[config.mk]
export PLATFORM = sky130hd
export DESIGN_NAME = pluck_exciter
export DESIGN_NICKNAME = d
export VERILOG_FILES = /design/src/rtl/pluck_exciter.sv
export SDC_FILE = /design/constraint.sdc
export NUM_CORES = 1
export LEC_CHECK = 0
export ABC_AREA = 1
export CAP_MARGIN = 40
export CORE_MARGIN = 5
export CORE_UTILIZATION = 50
export CTS_CLUSTER_DIAMETER = 120
export DETAILED_ROUTE_END_ITERATION = 8
export MAX_ROUTING_LAYER = met4
export PLACE_DENSITY = 0.76
export SLEW_MARGIN = 20
export SYNTH_ARGS = -nofsm -noshare
export SYNTH_HDL_FRONTEND = slang
export SYNTH_SLANG_ARGS = --single-unit
[constraint.sdc]
create_clock -name clk -period 2.05 [get_ports clk]
set_clock_uncertainty 0.15 [all_clocks]
set_input_delay 0.3075 -clock clk [delete_from_list [all_inputs] [get_ports clk]]
set_output_delay 0.3075 -clock clk [all_outputs]
set_load 0.05 [all_outputs]
[src/rtl/pluck_exciter.sv]
// Karplus-Strong pluck exciter: one LFSR noise burst of 2*max(len>>octave,4) samples per note-on.
// Optional amplitude scaling by latched velocity when PLUCK_EXCITER_VELOCITY_EN is defined.
module pluck_exciter #(
  parameter logic [31:0] LFSR_SEED = 32'hACE1_2345,
  parameter int unsigned HOLDOFF   = 64
) (
  input  logic               clk,
  input  logic               reset_n,
  input  logic               note_on,
  input  logic [6:0]         velocity,
  input  logic [9:0]         shift_register_length,
  input  logic [1:0]         octave,
  output logic signed [31:0] dnoise,
  output logic               trig,
  output logic               ready
);

  localparam int unsigned CNT_W  = 11;
  localparam int unsigned HOLD_W = (HOLDOFF > 1) ? $clog2(HOLDOFF) : 1;
  // Galois taps for x^32+x^22+x^2+x+1 (right-shifting form)
  localparam logic [31:0] LFSR_TAPS = 32'h8020_0003;

  localparam logic [1:0] S_IDLE  = 2'd0;
  localparam logic [1:0] S_BURST = 2'd1;
  localparam logic [1:0] S_HOLD  = 2'd2;

  logic [1:0]        state_q, state_d;
  logic [31:0]       lfsr_q, lfsr_d;
  logic              note_prev_q, note_prev_d;
  logic [CNT_W-1:0]  cnt_q, cnt_d;
  logic [CNT_W-1:0]  load_q, load_d;
  logic [HOLD_W-1:0] hold_q, hold_d;
  logic              trig_q, trig_d;
  logic              ready_q, ready_d;
  logic [31:0]       dnoise_q, dnoise_d;
  logic [9:0]        len_c;
  logic [9:0]        len_clamped_c;
  logic [31:0]       sample_c;

`ifdef PLUCK_EXCITER_VELOCITY_EN
  logic [6:0] vel_q, vel_d;

  // Velocity is taken live on the accepting IDLE cycle, then held for the burst
  always_comb begin
    vel_d    = (state_q == S_IDLE) ? velocity : vel_q;
    sample_c = 32'(($signed(40'($signed(lfsr_q))) * $signed(40'($signed({1'b0, vel_d})))) >>> 7);
  end

  always_ff @(posedge clk or negedge reset_n) begin
    if (!reset_n) vel_q <= 7'd0;
    else          vel_q <= vel_d;
  end
`else
  logic unused_velocity;
  assign unused_velocity = ^velocity;

  always_comb begin
    sample_c = lfsr_q;
  end
`endif

  always_comb begin
    len_c         = shift_register_length >> octave;
    len_clamped_c = (len_c < 10'd4) ? 10'd4 : len_c;
  end

  always_comb begin
    lfsr_d      = {1'b0, lfsr_q[31:1]} ^ (lfsr_q[0] ? LFSR_TAPS : 32'd0);
    note_prev_d = note_on;
    state_d     = state_q;
    cnt_d       = cnt_q;
    load_d      = load_q;
    hold_d      = hold_q;
    trig_d      = 1'b0;
    dnoise_d    = 32'd0;

    case (state_q)
      S_IDLE: begin
        if (note_on && !note_prev_q) begin
          load_d   = {len_clamped_c, 1'b0};
          cnt_d    = '0;
          state_d  = S_BURST;
          trig_d   = 1'b1;
          dnoise_d = sample_c;
        end
      end
      S_BURST: begin
        cnt_d    = cnt_q + CNT_W'(1);
        trig_d   = 1'b1;
        dnoise_d = sample_c;
        if (cnt_q == CNT_W'(load_q - CNT_W'(1))) begin
          state_d  = S_HOLD;
          cnt_d    = '0;
          hold_d   = '0;
          trig_d   = 1'b0;
          dnoise_d = 32'd0;
        end
      end
      S_HOLD: begin
        hold_d = hold_q + HOLD_W'(1);
        if (hold_q == HOLD_W'(HOLDOFF - 1)) state_d = S_IDLE;
      end
      default: state_d = S_IDLE;
    endcase

    ready_d = (state_d == S_IDLE);
  end

  always_ff @(posedge clk or negedge reset_n) begin
    if (!reset_n) begin
      state_q     <= S_IDLE;
      lfsr_q      <= LFSR_SEED;
      note_prev_q <= 1'b1;
      cnt_q       <= '0;
      load_q      <= '0;
      hold_q      <= '0;
      trig_q      <= 1'b0;
      ready_q     <= 1'b1;
      dnoise_q    <= 32'd0;
    end else begin
      state_q     <= state_d;
      lfsr_q      <= lfsr_d;
      note_prev_q <= note_prev_d;
      cnt_q       <= cnt_d;
      load_q      <= load_d;
      hold_q      <= hold_d;
      trig_q      <= trig_d;
      ready_q     <= ready_d;
      dnoise_q    <= dnoise_d;
    end
  end

  assign dnoise = $signed(dnoise_q);
  assign trig   = trig_q;
  assign ready  = ready_q;

endmodule

### Yosys cells after proc, flatten, opt, wreduce, memory -nomap -nowiden

Index checks and enable logic that the tools add are counted.

* logic and storage cells: 47
* input bits: 22
* register bits after elaboration: 96
* output and inout bits: 34

* bitwise operators: 1
* shifts and indexed selects: 1
* $add $sub $neg: 3
* muxes and demuxes: 17
* order comparisons: 1
* eq/ne operators: 6
* reduce and logical (&&, ||, !) cells: 9

Operators with widths (number)
* 32-bit two-way mux: 3
* 32-bit case mux with 2 select lines: 1
* 31-bit by 32-bit XOR with 32-bit output: 1
* 11-bit two-way mux: 2
* 11-bit case mux with 2 select lines: 1
* 6-bit case mux with 2 select lines: 1
* 11-bit by 1-bit adder with 11-bit output, second input constant: 1
* 11-bit == test: 1
* 11-bit by 1-bit subtractor with 11-bit output, second input constant: 1
* 10-bit by 3-bit less-than comparator with 1-bit output, second input constant: 1
* 10-bit two-way mux: 1
* 10-bit by 2-bit right shift with 10-bit output: 1
* 6-bit by 1-bit adder with 6-bit output, second input constant: 1
* 6-bit == test, second input constant: 1
* 2-bit two-way mux: 3
* 6-bit two-way mux: 1
* 2-bit case mux with 3 select lines: 1
* 2-bit AND reduction: 3
* 2-bit logical NOT: 2
* 2-bit != test, second input constant: 2
* 2-bit nonzero test: 2
* 2-bit by 1-bit == test with 1-bit output, second input constant: 1
* 2-bit == test, second input constant: 1
* 1-bit two-way mux: 2
* 3 further kinds: 3

### Longest topological paths before layout

* depth after elaboration: 5
* depth in mapped cells: 13
* mapped depth without buffers: 13

### Worst setup path after synthesis

No wires, ideal clock.

* path type: reg-to-reg
* start: register load_q[1]
* end: register dnoise_q[2] (netlist: dnoise[2])
* arrival: 1.625 ns
* clock period less this slack: 1.893 ns
* setup slack: 0.157 ns
* required time: 1.782 ns
* cell stages (with the launch flop): 13
* path through: dfrtp_1 > inv_1 > ha_1 > nand2_1 > nand2_1 > nand3b_1 > nand2_1 > nand2_1 > nor2_2 > nand3_4 > buf_6 > nand3_1 > nand2_1

* cells in the longest elaborated chain, start to end: 4

Ends and longest elaborated chain
* start, declared: line 31 `logic [CNT_W-1:0] load_q, load_d;`
* start signal, assigned: line 125 `load_q <= load_d;`
* 11-bit by 1-bit subtractor with 11-bit output: line 91 `if (cnt_q == CNT_W'(load_q - CNT_W'(1))) begin`
* 11-bit == test: line 91
* 32-bit two-way mux: line 91
* 32-bit case mux with 2 select lines: line 77 `case (state_q)`
* named net dnoise_d[2]: line 35 `logic [31:0] dnoise_q, dnoise_d;`
* end signal, assigned: line 129 `dnoise_q <= dnoise_d;`
* end, declared: line 35

The timed path passes the listed nets, and every way through them passes these cells.
A chain may end at the register's enable or synchronous reset.

### Worst setup path after layout

* start: register dnoise_q[31] (netlist: dnoise[31])
* end: output dnoise[31]

RTL lines
* end, declared: line 13 `output logic signed [31:0] dnoise,`

No word-level cell between the ends.

==> flow_metrics.env <==
export IMPL_via_per_inst=5.22
export IMPL_yosysWarnings=0
export IMPL_cts_root_buf="clkbuf_8"
export IMPL_outcome="complete, no violations"
export IMPL_cp_depth=1
export IMPL_hold_path_class="input pin to register"
export IMPL_final_core_util_pct=61.8
export IMPL_dr_pass1_iters=5
export IMPL_synth_edf_count=0
export IMPL_synth_area_mux_share_pct=0
export IMPL_placed_cells=644
export IMPL_coreArea_um2=8590
export IMPL_power_density_nw_per_um2=611
export IMPL_intPower_mw=2.44
export IMPL_cpPeakStageDelay_ns=0.81
export IMPL_worstMarginPinSlew_ns=0.507
export IMPL_num_vias=3457
export IMPL_placed_cell_area_um2=5040
export IMPL_antenna_left=0
export IMPL_netlist_area_um2=4330
export IMPL_worstSkewPairLatency_ns=0.37
export IMPL_cp_max_fo=1
export IMPL_yosys_register_bits=96
export IMPL_synth_compound_area_share_pct=4.22
export IMPL_grt_pass1_wl_um=14600
export IMPL_path_cells="clkdlybuf4s50_1"
export IMPL_p_sw_share_pct=24.9
export IMPL_clockBufferDepth=2
export IMPL_grt_use_total_pct=17.9
export IMPL_synth_ff_type="dfrtp_1"
export IMPL_maxCapViolCount=0
export IMPL_end_kind="primary output"
export IMPL_chipWidth_um=103
export IMPL_antennaDiodeCount=0
export IMPL_peakVddDrop_mv=0.425
export IMPL_num_rows=34
export IMPL_layout_min_cycle_time_ns=1.99
export IMPL_hold_start="note_on"
export IMPL_stdcell_count=662
export IMPL_drv_slew=0
export IMPL_drt_iter0_drc=187
export IMPL_critical_path_class="register to primary output"
export IMPL_start_kind="register"
export IMPL_cts_tree="built"
export IMPL_cts_buffers=9
export IMPL_pwr_share_seq_pct=58.5
export IMPL_synth_area_per_cell_um2=8.87
export IMPL_final_hold_viol_count=0
export IMPL_min_delay_worst_endpoint="note_prev_q"
export IMPL_synth_adder_area_share_pct=0.868
export IMPL_grt_pass1_vias=3259
export IMPL_post_route_cell_area_um2=5310
export IMPL_finalNetCount=574
export IMPL_power_frac_clock_pct=37.1
export IMPL_die_h_um=103
export IMPL_worstHoldPathCells=1
export IMPL_hpwl_um=6160
export IMPL_gp_congestion=0.914
export IMPL_combPwrFrac_pct=4.4
export IMPL_critical_path_top_delay_family="buffers and inverters"
export IMPL_synth_commonest_cells="135 x nand2_1, 95 x nand3_1, 80 x dfrtp_1"
export IMPL_path_buf_inv=1
export IMPL_r2r_start="load_q[2]"
export IMPL_dieArea_um2=10600
export IMPL_async_reset_ff_share_pct=100
export IMPL_period_share_pct=97.3
export IMPL_ff2ff_path_depth=11
export IMPL_synth_nets=513
export IMPL_clock_sinks=96
export IMPL_rr_endpoint="hold_q[4]"
export IMPL_synth_cell_type_count=26
export IMPL_fmax_ghz=0.501
export IMPL_drc=0
export IMPL_syn_inst=488
export IMPL_critPathSlowestCell="clkdlybuf4s50_1"
export IMPL_num_io_pins=56
export IMPL_synth_top_area_share_pct=46.3
export IMPL_areaGrowthSynthToFinish_pct=22.6
export IMPL_crit_required_ns=1.59
export IMPL_setup_viol=0
export IMPL_synthSimpleGateAreaFrac_pct=30.7
export IMPL_io_buffer_count=48
export IMPL_synth_top_family_by_area="simple AND/OR/NAND/NOR gates"
export IMPL_drive_above_1_share_pct=16.4
export IMPL_clkTransAtPathRegs_ns=0.10
export IMPL_wire_per_inst_um=13.1
export IMPL_post_synth_top_count_cell="nand2_1"
export IMPL_synth_largest_area_cell="dfrtp_1"
export IMPL_antenna_found_initial=0
export IMPL_grt_start_max_net_pins=38
export IMPL_synth_area_top_cells="dfrtp_1 46%, nand2_1 12%, nand3_1 11%"
export IMPL_r2r_slack_ns=0.12
export IMPL_wl_um=8700
export IMPL_cp_arrival_ns=1.54
export IMPL_h_tree_depth=3
export IMPL_p_leak_nw=2.65
export IMPL_yosysSeqAreaShare_pct=56.0
export IMPL_synthXorXnorAreaFrac_pct=2.83
export IMPL_start_util_pct=50.3
export IMPL_switching_power_mw=0.807
export IMPL_slew_headroom_pct=66.1
export IMPL_grt_ovfl_total=0
==> final cells by class <==
| type | instances | area (µm²) |
|---|---|---|
| inverters | 37 | 139 |
| repair buffers | 68 | 681 |
| flip-flops and latches | 96 | 2420 |
| fillers | 689 | 3290 |
| multi-input cells | 337 | 1730 |
| well taps | 108 | 135 |
| clock inverters | 7 | 73.8 |
| clock buffers | 9 | 124 |
==> worst max-delay path by stage <==
| stage | to | start |
|---|---|---|
| 2_1_floorplan | dnoise[2] | load_q[1] |
| 3_3_place_gp | load_q[1] | octave[0] |
| 3_5_place_dp | load_q[1] | octave[0] |
| 4_1_cts | dnoise[19] | dnoise[19] |
| 5_1_grt | hold_q[2] | load_q[2] |
| 6_report | dnoise[31] | dnoise[31] |
==> cell families after synthesis <==
| group | after synthesis |
|---|---|
| AOI/OAI and AO/OA | 34 |
| and+or+nand+nor | 286 |
| xor gates and xnor gates | 14 |
| adders and majority gates | 3 |
| DFF | 96 |
| buffers and inverters | 55 |
==> cells in the final DEF (no fill, tap or decap), types with 12 or more instances in the layout <==
cell | synthesis | layout
buf_4 | 0 | 17
clkdlybuf4s50_1 | 0 | 45
dfrtp_1 | 80 | 79
dfstp_2 | 16 | 16
inv_1 | 34 | 32
nand2_1 | 135 | 134
nand3_1 | 95 | 95
nor2_1 | 22 | 17
nor2_2 | 10 | 12
o21ai_0 | 25 | 25
xor2_1 | 13 | 13
==> through the flow <==
| step | hold slack [ns] | setup WS [ns] | power [mW] | TNS, ns |
|---|---|---|---|---|
| floorplan | -0.138 | 0.157 | 1.98 | 0 |
| global placement | 0.152 | -0.00267 | 2.07 | -0.00267 |
| detailed placement | 0.150 | -0.0759 | 2.08 | -0.127 |
| CTS | 0.225 | 0.00234 | 3.27 | 0 |
| global route | 0.224 | -0.0213 | 3.37 | -0.0895 |
| finish | 0.226 | 0.0559 | 3.24 | 0 |
==> power groups by stage <==
stage	Clock (mW)	Combinational, mW	Sequential (mW)
2_1_floorplan	0	0.0447	1.93
3_3_place_gp	0	0.141	1.93
3_5_place_dp	0	0.144	1.93
4_1_cts	1.23	0.145	1.90
5_1_grt	1.31	0.163	1.90
6_report	1.20	0.143	1.90
==> state kept, by name, indices dropped and copies added, names as in the netlist <==
register	cells
cnt_q	11
state_q	2
trig	1
lfsr_q	32
hold_q	6
ready	1
dnoise	32
note_prev_q	1
load_q	10
==> metal layers <==
layer  GRT usage [%]  share of wire, %  vias to the layer above
met4            6.77               2.1                        0
met5               -                 0                        -
met2            27.8                49                      110
li1                -                 -                     1705
met3            3.45               5.5                       14
met1            23.4                44                     1628
==> timing repair <==
action | in CTS | in global routing
buffers inserted | 0 | 1
endpoints found under the hold margin | 25 | 0
resized for setup | 0 | 14
hold buffers | 1 | 0
endpoints found under the setup margin | 0 | 53
No activity file was read; power rests on OpenSTA's default activity.
